### config.mk
export PLATFORM = sky130hd
export DESIGN_NAME = board_tx_scanner_flat
export DESIGN_NICKNAME = d
export VERILOG_FILES = /design/src/rtl/board_tx_scanner_if.sv /design/src/rtl/board_tx_scanner.sv /design/src/flat_wrapper.sv
export SDC_FILE = /design/constraint.sdc
export NUM_CORES = 1
export LEC_CHECK = 0
export BUFFER_PORTS_ARGS = -buffer_cell sky130_fd_sc_hd__clkbuf_2
export CORE_MARGIN = 2
export CORE_UTILIZATION = 25
export CTS_CLUSTER_SIZE = 28
export DETAILED_ROUTE_END_ITERATION = 10
export PLACE_DENSITY = 0.51
export SLEW_MARGIN = 5
export SYNTH_ARGS = -nofsm -noshare
export SYNTH_HDL_FRONTEND = slang
export SYNTH_SLANG_ARGS = --single-unit
export TNS_END_PERCENT = 1
### constraint.sdc
create_clock -name clock -period 8.36 [get_ports clock]
set_input_delay 0.418 -clock clock [delete_from_list [all_inputs] [get_ports clock]]
set_output_delay 0.418 -clock clock [all_outputs]
set_load 0.005 [all_outputs]
### src/rtl/board_tx_scanner_if.sv
// Board-scanner bus: start/status handshake, board read port and UART line.
interface board_tx_scanner_if;
  logic       iniciar;
  logic [3:0] addr_macro;
  logic [3:0] addr_micro;
  logic [1:0] cell_data;
  logic       tx;
  logic       ocupado;
  logic       pronto;
  logic [2:0] db_estado;

  // scanner side
  modport master (
    input  iniciar, cell_data,
    output addr_macro, addr_micro, tx, ocupado, pronto, db_estado
  );

  // control unit / board RAM / line side
  modport slave (
    output iniciar, cell_data,
    input  addr_macro, addr_micro, tx, ocupado, pronto, db_estado
  );
endinterface

### src/rtl/board_tx_scanner.sv
// Scans the 9x9 board in visual row-major order and sends it as an ASCII grid
// over an 8N1 serial line, CR+LF after every visual row (99 bytes per frame).
module board_tx_scanner #(
  parameter int CLKS_PER_BIT = 5208
) (
  input  logic                clock,
  input  logic                reset,
  board_tx_scanner_if.master  bus
);
  localparam int CW = (CLKS_PER_BIT > 1) ? $clog2(CLKS_PER_BIT) : 1;

  typedef enum logic [2:0] {
    S_IDLE = 3'd0, S_ADDR = 3'd1, S_WAIT = 3'd2, S_SEND = 3'd3,
    S_NEXT = 3'd4, S_CR   = 3'd5, S_LF   = 3'd6, S_DONE = 3'd7
  } state_t;

  // what the byte currently on the line was, steering the NEXT decision
  typedef enum logic [1:0] {K_CELL = 2'd0, K_CR = 2'd1, K_LF = 2'd2} kind_t;

  state_t        state;
  kind_t         kind;
  logic [1:0]    mr, ur, mc, uc;
  logic [1:0]    mr_n, ur_n, mc_n, uc_n;
  logic [3:0]    addr_macro, addr_micro;
  logic [7:0]    shreg;
  logic [3:0]    bit_idx;
  logic [CW-1:0] clk_cnt;
  logic          tx, ocupado, pronto;

  function automatic logic [7:0] cell_char(input logic [1:0] c);
    case (c)
      2'b00:   return 8'h2E;
      2'b01:   return 8'h58;
      2'b10:   return 8'h4F;
      default: return 8'h23;
    endcase
  endfunction

  function automatic logic [3:0] addr3(input logic [1:0] hi, input logic [1:0] lo);
    return {2'b00, hi} * 4'd3 + {2'b00, lo};
  endfunction

  // Counter advance: after a cell step uc (carry into mc); after LF restart
  // the row and step ur (carry into mr). Only used when no wrap-out is due.
  always_comb begin
    mr_n = mr;
    ur_n = ur;
    mc_n = mc;
    uc_n = uc;
    if (kind == K_CELL) begin
      if (uc == 2'd2) begin
        uc_n = 2'd0;
        mc_n = mc + 2'd1;
      end else begin
        uc_n = uc + 2'd1;
      end
    end else begin
      uc_n = 2'd0;
      mc_n = 2'd0;
      if (ur == 2'd2) begin
        ur_n = 2'd0;
        mr_n = mr + 2'd1;
      end else begin
        ur_n = ur + 2'd1;
      end
    end
  end

  // Scan/transmit FSM with registered addresses and line outputs.
  always_ff @(posedge clock or negedge reset) begin
    if (!reset) begin
      state      <= S_IDLE;
      kind       <= K_CELL;
      mr         <= '0;
      ur         <= '0;
      mc         <= '0;
      uc         <= '0;
      addr_macro <= '0;
      addr_micro <= '0;
      shreg      <= '0;
      bit_idx    <= '0;
      clk_cnt    <= '0;
      tx         <= 1'b1;
      ocupado    <= 1'b0;
      pronto     <= 1'b0;
    end else begin
      pronto <= 1'b0;
      case (state)
        S_IDLE: if (bus.iniciar) begin
          mr         <= '0;
          ur         <= '0;
          mc         <= '0;
          uc         <= '0;
          addr_macro <= '0;
          addr_micro <= '0;
          ocupado    <= 1'b1;
          state      <= S_ADDR;
        end
        S_ADDR: state <= S_WAIT;
        // RAM output is valid now, one cycle after the address settled
        S_WAIT, S_CR, S_LF: begin
          if (state == S_WAIT) begin
            shreg <= cell_char(bus.cell_data);
            kind  <= K_CELL;
          end else if (state == S_CR) begin
            shreg <= 8'h0D;
            kind  <= K_CR;
          end else begin
            shreg <= 8'h0A;
            kind  <= K_LF;
          end
          tx      <= 1'b0;
          bit_idx <= '0;
          clk_cnt <= '0;
          state   <= S_SEND;
        end
        // bit_idx 0 is the start bit; ones shifted in behind the data
        // become the stop bit after the eighth shift
        S_SEND: begin
          if (clk_cnt == CW'(CLKS_PER_BIT - 1)) begin
            clk_cnt <= '0;
            if (bit_idx == 4'd9) begin
              state <= S_NEXT;
            end else begin
              tx      <= shreg[0];
              shreg   <= {1'b1, shreg[7:1]};
              bit_idx <= bit_idx + 4'd1;
            end
          end else begin
            clk_cnt <= clk_cnt + CW'(1);
          end
        end
        S_NEXT: begin
          case (kind)
            K_CELL: begin
              if (uc == 2'd2 && mc == 2'd2) begin
                state <= S_CR;
              end else begin
                {mr, ur, mc, uc} <= {mr_n, ur_n, mc_n, uc_n};
                addr_macro       <= addr3(mr_n, mc_n);
                addr_micro       <= addr3(ur_n, uc_n);
                state            <= S_ADDR;
              end
            end
            K_CR: state <= S_LF;
            default: begin
              if (mr == 2'd2 && ur == 2'd2) begin
                ocupado <= 1'b0;
                pronto  <= 1'b1;
                state   <= S_DONE;
              end else begin
                {mr, ur, mc, uc} <= {mr_n, ur_n, mc_n, uc_n};
                addr_macro       <= addr3(mr_n, mc_n);
                addr_micro       <= addr3(ur_n, uc_n);
                state            <= S_ADDR;
              end
            end
          endcase
        end
        S_DONE:  state <= S_IDLE;
        default: state <= S_IDLE;
      endcase
    end
  end

  assign bus.addr_macro = addr_macro;
  assign bus.addr_micro = addr_micro;
  assign bus.tx         = tx;
  assign bus.ocupado    = ocupado;
  assign bus.pronto     = pronto;
  assign bus.db_estado  = state;
endmodule

### src/flat_wrapper.sv
// flat-port wrapper written by rule: the top's interface ports become plain ports
module board_tx_scanner_flat 
#(
  parameter int CLKS_PER_BIT = 5208
)
  (clock, reset, bus_iniciar, bus_cell_data, bus_addr_macro, bus_addr_micro, bus_tx, bus_ocupado, bus_pronto, bus_db_estado);
  board_tx_scanner_if bus_i ();
  input  logic clock;
  input  logic reset;
  input wire logic [$bits(bus_i.iniciar)-1:0] bus_iniciar;
  input wire logic [$bits(bus_i.cell_data)-1:0] bus_cell_data;
  output wire logic [$bits(bus_i.addr_macro)-1:0] bus_addr_macro;
  output wire logic [$bits(bus_i.addr_micro)-1:0] bus_addr_micro;
  output wire logic [$bits(bus_i.tx)-1:0] bus_tx;
  output wire logic [$bits(bus_i.ocupado)-1:0] bus_ocupado;
  output wire logic [$bits(bus_i.pronto)-1:0] bus_pronto;
  output wire logic [$bits(bus_i.db_estado)-1:0] bus_db_estado;
  assign bus_i.iniciar = bus_iniciar;
  assign bus_i.cell_data = bus_cell_data;
  assign bus_addr_macro = bus_i.addr_macro;
  assign bus_addr_micro = bus_i.addr_micro;
  assign bus_tx = bus_i.tx;
  assign bus_ocupado = bus_i.ocupado;
  assign bus_pronto = bus_i.pronto;
  assign bus_db_estado = bus_i.db_estado;
  board_tx_scanner #(.CLKS_PER_BIT(CLKS_PER_BIT)) u_core (.clock(clock), .reset(reset), .bus(bus_i));
endmodule
==> reports/summary.txt, run 1 <==
Final RePlAce weighted congestion: 0.7839
Sw frac: 0.2880
Starting Density: 0.2582
Post-DP HPWL: 4379 um
Tcrit/Tclk final: 0.3389
Max Fanout on Critical Path: 2
Worst r2r src: u_core.mr[0]
Hold slack: 0.2477 ns
Clk slew on worst S/H paths: 0.07 ns
Worst relative slew slack: 0.3042
Clk pwr share: 0.344
Worst path cell trace: inv_1, ha_1, or3_1, and2_1, fa_1, inv_1, ha_1, fa_1, nand2_1, o31ai_1
Clk sinks: 49
Crit Path Category: register to register
CTS Hold Buffers Added: 0
Final Max Slew Viols: 0
Port bufs: 18
Data required, critical path: 8.56 ns
First-pass iteration count of the detailed router: 4
Post_cts resized: 0
CTS tree: yes
Mapped Cells: 315
Share of post-route cells with drive strength above 1: 0.1442
CORE AREA: 11470 sq um
Clk root buf: clkbuf_16
Setup violators final: 0
# diodes: 0
DIE HEIGHT: 112.8 um
Setup crit end kind: register
Final hold violations: 0
Crit start category: register
Total GRT Usage: 0.1085
FFs w/ async S/R, synth: 1.000
Overall die area: 12730 sq um
Final ANT Viol Nets: 0
Clk_skew: 0.006097 ns
Worst-case clock buffer depth: 2
Avg Cell Area, Syn: 9.398 sq um
Drt drc: 0
First-pass GRT wire length: 11340 um
RSZ-0062 raised after global routing: false
Via density: 4.874
Num rows: 39
IO Count: 19
Synthesized flop and latch total: 49
M1 GR Usage: 0.1506
Post-CTS setup buffer count: 0
Iteration-0 DRC Markers: 114
Syn. warnings: 0
Met2 Track Usage GR: 0.1725
Worst Max-Slew Pin Slew: 1.036 ns
Most Used Layer, Global Route: met2
Switching pwr: 169.0 uW
Internal Power: 417.8 uW
Total grt overflow: 0
Post-synth EDFFs: 0
Static Leak: 0.001461 uW
Post-synth cell types: 57
Sequential power share: 0.501
CTS buffer count: 5
Status: finished clean
Syn_nets: 337
# Max-Cap Violations: 0
Post-route cell area: 3294 sq um
Maximum number of pins on one net before global-route repair: 50
Pwr dens: 178.1 nW/um^2
Min cycle time layout: 2.833 ns
Combinational group share of total power: 0.155
Clock latency on the worst-skew pair: 0.29 ns
Cell Area, Placed: 3154 sq um
Synth Cell Area: 2960 sq um
FF-to-FF setup slack: 5.53 ns
H-tree levels: 2
Routed WL: 6402 um
Synthesis-to-layout area growth: 11.28%
WP data arrival: 3.03 ns
Setup TNS: 0 ns
M3 GR Usage: 0.01714
Number of global-route vias before repair: 2280
RR Endpoint: u_core.bus.addr_macro[2]
CP max stage cell: fa_1
R2R cell count: 10
FMAX: 353.0 MHz
DIE WIDTH: 112.8 um
Worst Hold Class: input port to async pin
Top FF cell, synth: dfrtp_1
Total Nets Final: 347
Critical Path Max Stage Delay: 0.54 ns
Wire length per cell: 13.65 um
Initial antenna violation count: 0
Routed via count: 2286
Peak VDD IR: 0.08206 mV
Sequential area share after synthesis: 0.4146
-- worst max-delay path by stage --
stage | to | start | cells after the start
2_1_floorplan | u_core.bus.addr_macro[2] | u_core.kind[1] | 10
3_3_place_gp | u_core.bus.addr_macro[2] | u_core.mr[0] | 10
3_5_place_dp | u_core.bus.addr_macro[2] | u_core.mr[0] | 10
4_1_cts | u_core.bus.addr_macro[2] | u_core.mr[0] | 10
5_1_grt | u_core.bus.addr_macro[2] | u_core.kind[1] | 10
6_report | u_core.bus.addr_macro[2] | u_core.mr[0] | 10
-- metrics by stage --
stage | std cells | power [uW] | setup slack, ns | utilization
after CTS | 469 | 593.5 | 5.523 | 0.2873
after detailed placement | 461 | 389.4 | 5.507 | 0.2751
after global routing | 469 | 624.5 | 5.303 | 0.2873
after global placement | 461 | 387.1 | 5.571 | 0.2751
final | 469 | 586.7 | 5.527 | 0.2873
after floorplan | 315 | 360.5 | 5.604 | -
-- critical path: cells and delay by family, from the launching register on --
family / cells / cell delay (ns)
simple gates: 3 / 0.61
compound gates: 1 / 0.20
flops: 1 / 0.37
buf+inv: 2 / 0.13
fa+ha+maj: 4 / 1.43
-- power groups by stage --
stage | logic [uW] | registers [uW] | clock network [uW]
floorplan | 70.6 | 290 | 0
global placement | 90.1 | 297 | 0
detailed placement | 91.8 | 298 | 0
CTS | 92.2 | 293 | 208
global route | 106 | 299 | 219
finish | 90.8 | 294 | 202
-- sequential cells by signal, summed over array words and instances (netlist names) --
signal	cells
u_core.bit_idx	4
u_core.bus.ocupado	1
u_core.bus.tx	1
u_core.shreg	8
u_core.kind	2
u_core.mc	2
u_core.mr	2
u_core.ur	2
u_core.bus.addr_micro	4
u_core.bus.pronto	1
u_core.clk_cnt	13
u_core.bus.addr_macro	4
u_core.bus.db_estado	3
u_core.uc	2
-- layout make-up --
cell class                      count  area (sq um)
Fill cell                        1178          8173
Multi-Input combinational cell    227          1556
Sequential cell                    49          1227
Tap cell                          143         178.9
Clock buffer                        7         132.6
Timing Repair Buffer               21         112.6
Inverter                           21         78.83
Clock inverter                      1         7.507
-- cells in the mapped netlist (all sizes together) (2+ instances only) --
cell	instances	area, sq um
o31ai	7	52.55
nand2b	6	37.54
a221oi	2	17.52
a22oi	2	15.01
nand3b	5	37.54
or2	3	18.77
fa	4	80.08
a21oi	23	126.4
mux2i	4	40.04
dfrtp	48	1201
a31oi	12	75.07
ha	13	162.7
o21ai	27	135.1
nand4	2	12.51
and2	2	12.51
nor3	7	35.03
nor2	23	88.84
clkbuf	15	76.33
xnor2	4	35.03
nand2	28	107.6
nor3b	2	15.01
inv	21	78.83
and3	3	18.77
o41ai	2	17.52
buf	2	10.01
a22o	3	26.28
nand3	4	20.02
and4	2	17.52
or4b	2	23.77
a41oi	6	52.55
mux2	8	105.1
o22ai	3	18.77
nor2b	3	18.77
-- cell usage in the layout (no fill, tap or decap), types with 12 or more instances in the layout --
cell and n:
o21ai_0 26, a21oi_1 22, nand2_1 27, a31oi_1 12, ha_1 13, inv_1 21, dfrtp_1 48, clkbuf_2 18
nor2_1 22
-- cell families (layout without fill, tap and decap cells) --
| family | count (synthesis) | count (layout) | synth area share |
|---|---|---|---|
| AOI/OAI and AO/OA | 97 | 97 | 0.2122 |
| DFF | 49 | 49 | 0.4146 |
| and+or+nand+nor | 96 | 96 | 0.1678 |
| buffers and inverters | 39 | 50 | 0.05960 |
| muxes | 12 | 12 | 0.04903 |
| xor gates and xnor gates | 5 | 5 | 0.01479 |
| adders and majority gates | 17 | 17 | 0.08200 |
-- layer usage --
metal | share of wire | vias up | routed length [um]
met1 | 0.50 | 1091 | 3174
met5 | 0 | - | 0
met3 | 0.025 | 8 | 160
met4 | 0.017 | 0 | 107
met2 | 0.46 | 34 | 2961
li1 | - | 1153 | -
Power figures use the tool's default switching activity.
==> run 2: changes to the inputs <==
--- a/config.mk
+++ b/config.mk
@@ -5,6 +5,7 @@
 export SDC_FILE = /design/constraint.sdc
 export NUM_CORES = 1
 export LEC_CHECK = 0
+export ABC_AREA = 1
 export BUFFER_PORTS_ARGS = -buffer_cell sky130_fd_sc_hd__clkbuf_2
 export CORE_MARGIN = 2
 export CORE_UTILIZATION = 25
==> constraint.sdc (replaced) <==
create_clock -name clock -period 2.8 [get_ports clock]
set_input_delay 0.14 -clock clock [delete_from_list [all_inputs] [get_ports clock]]
set_output_delay 0.14 -clock clock [all_outputs]
set_load 0.005 [all_outputs]
==> reports/summary.txt, run 2 <==
Starting Density: 0.2552
Pwr dens: 448.6 nW/um^2
# Max-Cap Violations: 0
Number of global-route vias before repair: 2305
Setup violators final: 0
Post-synth EDFFs: 0
Cell with the most instances after synthesis: nand2_1
IO Count: 19
Critical Path Max Stage Delay: 0.55 ns
Top post-synthesis cells by count: nand2_1 (127), dfrtp_1 (48), inv_1 (34)
Tcrit/Tclk final: 0.8988
Drt drc: 0
Max FFs per register: 13
Top FF cell, synth: dfrtp_1
Commonest non-fill, non-tap cell in the layout: nand2_1
Design Power: 1480 uW
Initial antenna violation count: 0
Share of post-route cells with drive strength above 1: 0.1497
RSZ-0062 raised after global routing: false
Crit Path Category: register to register
CTS tree: yes
Crit start category: register
Failing checks: negative hold slack
Wire length per cell: 11.70 um
Setup TNS: 0 ns
# diodes: 0
Cell repeated most along the worst path: nand2_1
Synth area leaders: dfrtp_1 (41%), nand2_1 (16%), ha_1 (5.6%), nand3_1 (4.8%), inv_1 (4.4%)
Syn_nets: 396
CTS Hold Buffers Added: 0
DIE WIDTH: 111.7 um
Crit path buf inv count: 2
RR Endpoint: u_core.bus.addr_macro[2]
Largest regs: u_core.clk_cnt (13), u_core.shreg (8)
Hold slack: -0.03033 ns
CP max stage cell: fa_1
Clk_skew: 0.005396 ns
Top-area cell type share of the netlist area: 0.4140
Final Max Slew Viols: 0
Min cycle time layout: 2.517 ns
Iteration-0 DRC Markers: 127
Routed via count: 2394
Peak VDD IR: 0.3232 mV
FFs w/ async S/R, synth: 1.000
Syn. warnings: 0
Most frequent cells in the layout: nand2_1 (127), dfrtp_1 (48), inv_1 (34)
Worst r2r src: u_core.kind[1]
First-pass GRT wire length: 10920 um
Clock latency on the worst-skew pair: 0.30 ns
Final hold violations: 32
Worst Max-Slew Pin Slew: 0.9062 ns
Mapped Cells: 374
Num rows: 39
First-pass iteration count of the detailed router: 4
CP Launch Point: u_core.kind[1]
Static Leak: 0.001680 uW
Post-CTS setup buffer count: 0
CORE AREA: 11370 sq um
Maximum number of pins on one net before global-route repair: 35
Total Nets Final: 415
Clk sinks: 49
FF-to-FF setup slack: 0.28 ns
Data required, critical path: 3.02 ns
R2R cell count: 11
Worst relative slew slack: 0.3959
Synthesized flop and latch total: 49
Family with the most delay on the worst path: adder cells
Worst path cell trace: inv_1, nand2_2, nand2_1, nand2_1, o21ai_0, fa_1, inv_1, ha_1, fa_1, nand2_1, o21ai_0
H-tree levels: 2
CTS buffer count: 5
Total GRT Usage: 0.1074
Via density: 4.458
Status: complete, but fails checks
Post-synth cell types: 29
Post-DP HPWL: 4507 um
FMAX: 397.4 MHz
Routed WL: 6283 um
Setup crit end kind: register
Avg Cell Area, Syn: 7.758 sq um
Post-synth top area cell: dfrtp_1
Worst-case clock buffer depth: 2
Sequential area share after synthesis: 0.4230
Port bufs: 18
Synthesis-to-layout area growth: 13.67%
Worst Hold Class: input port to async pin
Overall die area: 12480 sq um
Final ANT Viol Nets: 0
Final RePlAce weighted congestion: 0.7725
WP data arrival: 2.74 ns
Clk slew on worst S/H paths: 0.07 ns
Top reg by flops: u_core.clk_cnt
Clk root buf: clkbuf_16
Max Fanout on Critical Path: 9
Total grt overflow: 0
Synth Cell Area: 2902 sq um
DIE HEIGHT: 111.7 um
-- run 2: cell count changes after synthesis, moves of 7 or more --
cell	delta
a21oi_1	-19
a31oi_1	-12
clkbuf_1	-13
inv_1	+13
nand2_1	+100
nand2_2	+15
nand3_1	+24
nand4_1	+8
o31ai_1	-7
-- run 2: final cells by class --
type	instances	area, sq um
Clock inverter	1	30.03
Inverter	40	150.1
Clock buffer	7	142.6
Fill cell	1240	8071
Timing Repair Buffer	20	105.1
Multi-Input combinational cell	277	1464
Tap cell	143	178.9
Sequential cell	49	1227
-- run 2: worst max path at each step --
stage                                          end  slack (ns)  cells past startpoint
final                     u_core.bus.addr_macro[2]        0.28                     11
after global routing      u_core.bus.addr_macro[2]        0.03                     11
after CTS                 u_core.bus.addr_macro[2]        0.22                     11
after detailed placement  u_core.bus.addr_macro[2]        0.22                     11
after global placement    u_core.bus.addr_macro[2]        0.27                     11
after floorplan           u_core.bus.addr_macro[2]        0.41                     11
-- run 2: worst register-to-register path, stage by stage, from the launching register on --
cell and delay (ns):
dfrtp_1 0.37, inv_1 0.08, nand2_2 0.15, nand2_1 0.12, nand2_1 0.10, o21ai_0 0.15
fa_1 0.55, inv_1 0.04, ha_1 0.20, fa_1 0.47, nand2_1 0.05, o21ai_0 0.15
-- run 2: through the flow --
step           cell area, sq um    util  hold slack, ns  instances  worst slack, ns
2_1_floorplan              2902       -         -0.1556        374           0.4080
3_3_place_gp               3123  0.2747          0.3165        529           0.2672
3_5_place_dp               3123  0.2747          0.3227        529           0.2198
4_1_cts                    3296  0.2899        0.004710        537           0.2166
5_1_grt                    3298  0.2901         0.02954        537          0.02532
6_report                   3298  0.2901        -0.03033        537           0.2835
-- run 2: per-layer routing --
metal | share of wire | vias up | GRT usage
met5 | 0 | - | 0
li1 | - | 1230 | -
met2 | 0.47 | 32 | 0.1766
met3 | 0.029 | 6 | 0.02504
met4 | 0.012 | 0 | 0.03128
met1 | 0.49 | 1126 | 0.1414
-- run 2: timing repair --
action	CTS	global route
endpoints found under the setup margin	0	1
endpoints found under the hold margin	0	0
resized for setup	0	1
-- run 2: report_power, final --
part	switching (uW)	total, uW	leakage [uW]	internal (uW)
clock	273	720	0.0000841	447
sequential	5.14	720	0.000615	715
combinational	26.3	39.3	0.000981	13.0
-- run 2: logic make-up (layout without fill, tap and decap cells) --
| group | Yosys count | count (layout) | share of synthesized area |
|---|---|---|---|
| buf+inv | 48 | 68 | 0.07331 |
| simple gates | 216 | 216 | 0.3307 |
| flops | 49 | 49 | 0.4230 |
| fa+ha+maj | 17 | 17 | 0.08366 |
| xor+xnor | 6 | 6 | 0.01811 |
| compound gates | 38 | 38 | 0.07115 |
==> run 3: changes to the inputs <==
==> constraint.sdc (replaced) <==
create_clock -name clock -period 2.5 [get_ports clock]
set_input_delay 0.125 -clock clock [delete_from_list [all_inputs] [get_ports clock]]
set_output_delay 0.125 -clock clock [all_outputs]
set_load 0.005 [all_outputs]
==> reports/summary.txt, run 3 (synthesis gave the netlist of run 2 again) <==
Clk root buf: clkbuf_16
Number of global-route vias before repair: 2451
Total grt overflow: 0
Status: finished clean
Routed WL: 6468 um
Setup crit end kind: register
IO Count: 19
Clk sinks: 49
Clk_skew: 0.006513 ns
Commonest non-fill, non-tap cell in the layout: nand2_1
Clk slew on worst S/H paths: 0.07 ns
Worst Max-Slew Pin Slew: 0.5934 ns
Hold path start: bus_iniciar
Sw frac: 0.2195
Worst relative slew slack: 0.6014
Final ANT Viol Nets: 0
Total GRT Usage: 0.1113
Pwr dens: 488.9 nW/um^2
Crit start category: register
CORE AREA: 11370 sq um
Peak VDD IR: 0.2263 mV
Min cycle time layout: 2.376 ns
Hold Crit Depth: 3
Maximum number of pins on one net before global-route repair: 31
Final RePlAce weighted congestion: 0.8003
Num rows: 39
FF-to-FF setup slack: 0.12 ns
Data required, critical path: 2.73 ns
Port bufs: 18
Clk pwr share: 0.485
# Max-Cap Violations: 0
DIE WIDTH: 111.7 um
Post-route cell area: 3385 sq um
CTS tree: yes
Worst-case clock buffer depth: 2
RR Endpoint: u_core.bus.addr_macro[2]
Iteration-0 DRC Markers: 126
FMAX: 420.8 MHz
Overall die area: 12480 sq um
Hold Crit Endpoint: u_core.bus.ocupado
Drt drc: 0
Fillers: 1225
Share of post-route cells with drive strength above 1: 0.1866
Layout Cells excl Fill: 545
Static Leak: 0.001718 uW
First-pass iteration count of the detailed router: 5
CTS buffer count: 5
Via density: 4.453
First-pass GRT wire length: 11290 um
# diodes: 0
Starting Density: 0.2552
Switching pwr: 363.1 uW
Synthesis-to-layout area growth: 16.65%
Max FFs per register: 13
Cell Area, Placed: 3168 sq um
Tcrit/Tclk final: 0.9506
Final hold violations: 0
Most frequent cells in the layout: nand2_1 (126), dfrtp_1 (48), inv_1 (31)
Total Nets Final: 423
Initial antenna violation count: 0
DP Cell Count: 535
Largest regs: u_core.clk_cnt (13), u_core.shreg (8)
Setup TNS: 0 ns
Wire length per cell: 11.87 um
Sequential power share: 0.487
H-tree levels: 2
Crit Path Category: register to register
DIE HEIGHT: 111.7 um
Final Max Slew Viols: 0
R2R cell count: 10
Setup violators final: 0
Max Fanout on Critical Path: 2
Clock latency on the worst-skew pair: 0.30 ns
WP data arrival: 2.61 ns
Routed via count: 2427
Internal Power: 1292 uW
Combinational group share of total power: 0.028
Worst r2r src: u_core.mr[0]
Worst Hold Class: input port to register
Top reg by flops: u_core.clk_cnt
Post-DP HPWL: 4608 um
[run 3: cell types whose count changed in the layout (fill, tap and decap cells not counted), sizes merged]
cell,delta
buf,+7
clkinv,+1
clkbuf,-2
clkinvlp,+1
dlygate4sd3,+1
[run 3: layout make-up]
cell class	count	area (sq um)	area share
clock inverters	3	46.29	0.01368
flip-flops and latches	49	1227	0.3627
multi-input cells	277	1489	0.4399
clock buffers	5	125.1	0.03697
well taps	143	178.9	0.05287
repair buffers	28	167.7	0.04954
inverters	40	150.1	0.04436
[run 3: per-stage QoR]
| stage | hold slack [ns] | util | power [uW] | worst slack (ns) |
|---|---|---|---|---|
| floorplan | -0.1706 | - | 840.4 | 0.1080 |
| global placement | 0.09706 | 0.2786 | 867.9 | 0.08639 |
| detailed placement | 0.1023 | 0.2786 | 868.9 | 0.008737 |
| CTS | 0.09169 | 0.2946 | 1681 | 0.04178 |
| global route | 0.1196 | 0.2977 | 1726 | -0.02279 |
| finish | 0.08538 | 0.2977 | 1655 | 0.1236 |
[run 3: repair_timing]
action / in CTS / in global routing
gates cloned: 0 / 0
pin swaps: 0 / 3
hold buffers: 1 / 0
setup buffers: 0 / 1
endpoints found under the setup margin: 1 / 2
endpoints found under the hold margin: 14 / 0
gates resized for setup: 1 / 14
[run 3: critical path, cell delays in order, from the launching register on]
cell and delay (ns):
dfrtp_1 0.36, inv_1 0.07, ha_1 0.29, inv_1 0.10, o21ai_2 0.09, fa_1 0.54
inv_1 0.05, ha_2 0.18, fa_1 0.47, nand2_1 0.05, o21ai_1 0.11
[run 3: power groups by stage]
stage	logic [uW]	registers (uW)	clock network [uW]
6_report	46.8	806	802
3_3_place_gp	46.6	821	0
5_1_grt	55.5	807	864
2_1_floorplan	19.7	821	0
4_1_cts	49.0	806	827
3_5_place_dp	47.7	821	0
[run 3: how the worst max path moves through the flow]
stage,slack [ns],start,cells past startpoint,end
floorplan,0.11,u_core.ur[1],11,u_core.bus.addr_macro[2]
global placement,0.09,u_core.mr[0],10,u_core.bus.addr_macro[2]
detailed placement,0.009,u_core.mr[0],10,u_core.bus.addr_macro[2]
CTS,0.04,u_core.mr[0],10,u_core.bus.addr_macro[2]
global route,-0.02,u_core.kind[1],11,u_core.bus.addr_macro[2]
finish,0.12,u_core.mr[0],10,u_core.bus.addr_macro[2]
[run 3: routing by layer]
layer / track usage / up-vias / part of all wire / wire [um]
li1: - / 1246 / - / -
met5: 0 / - / 0 / 0
met2: 0.1871 / 48 / 0.46 / 2972
met3: 0.02613 / 12 / 0.038 / 246
met4: 0.03951 / 0 / 0.019 / 124
met1: 0.1401 / 1121 / 0.48 / 3125
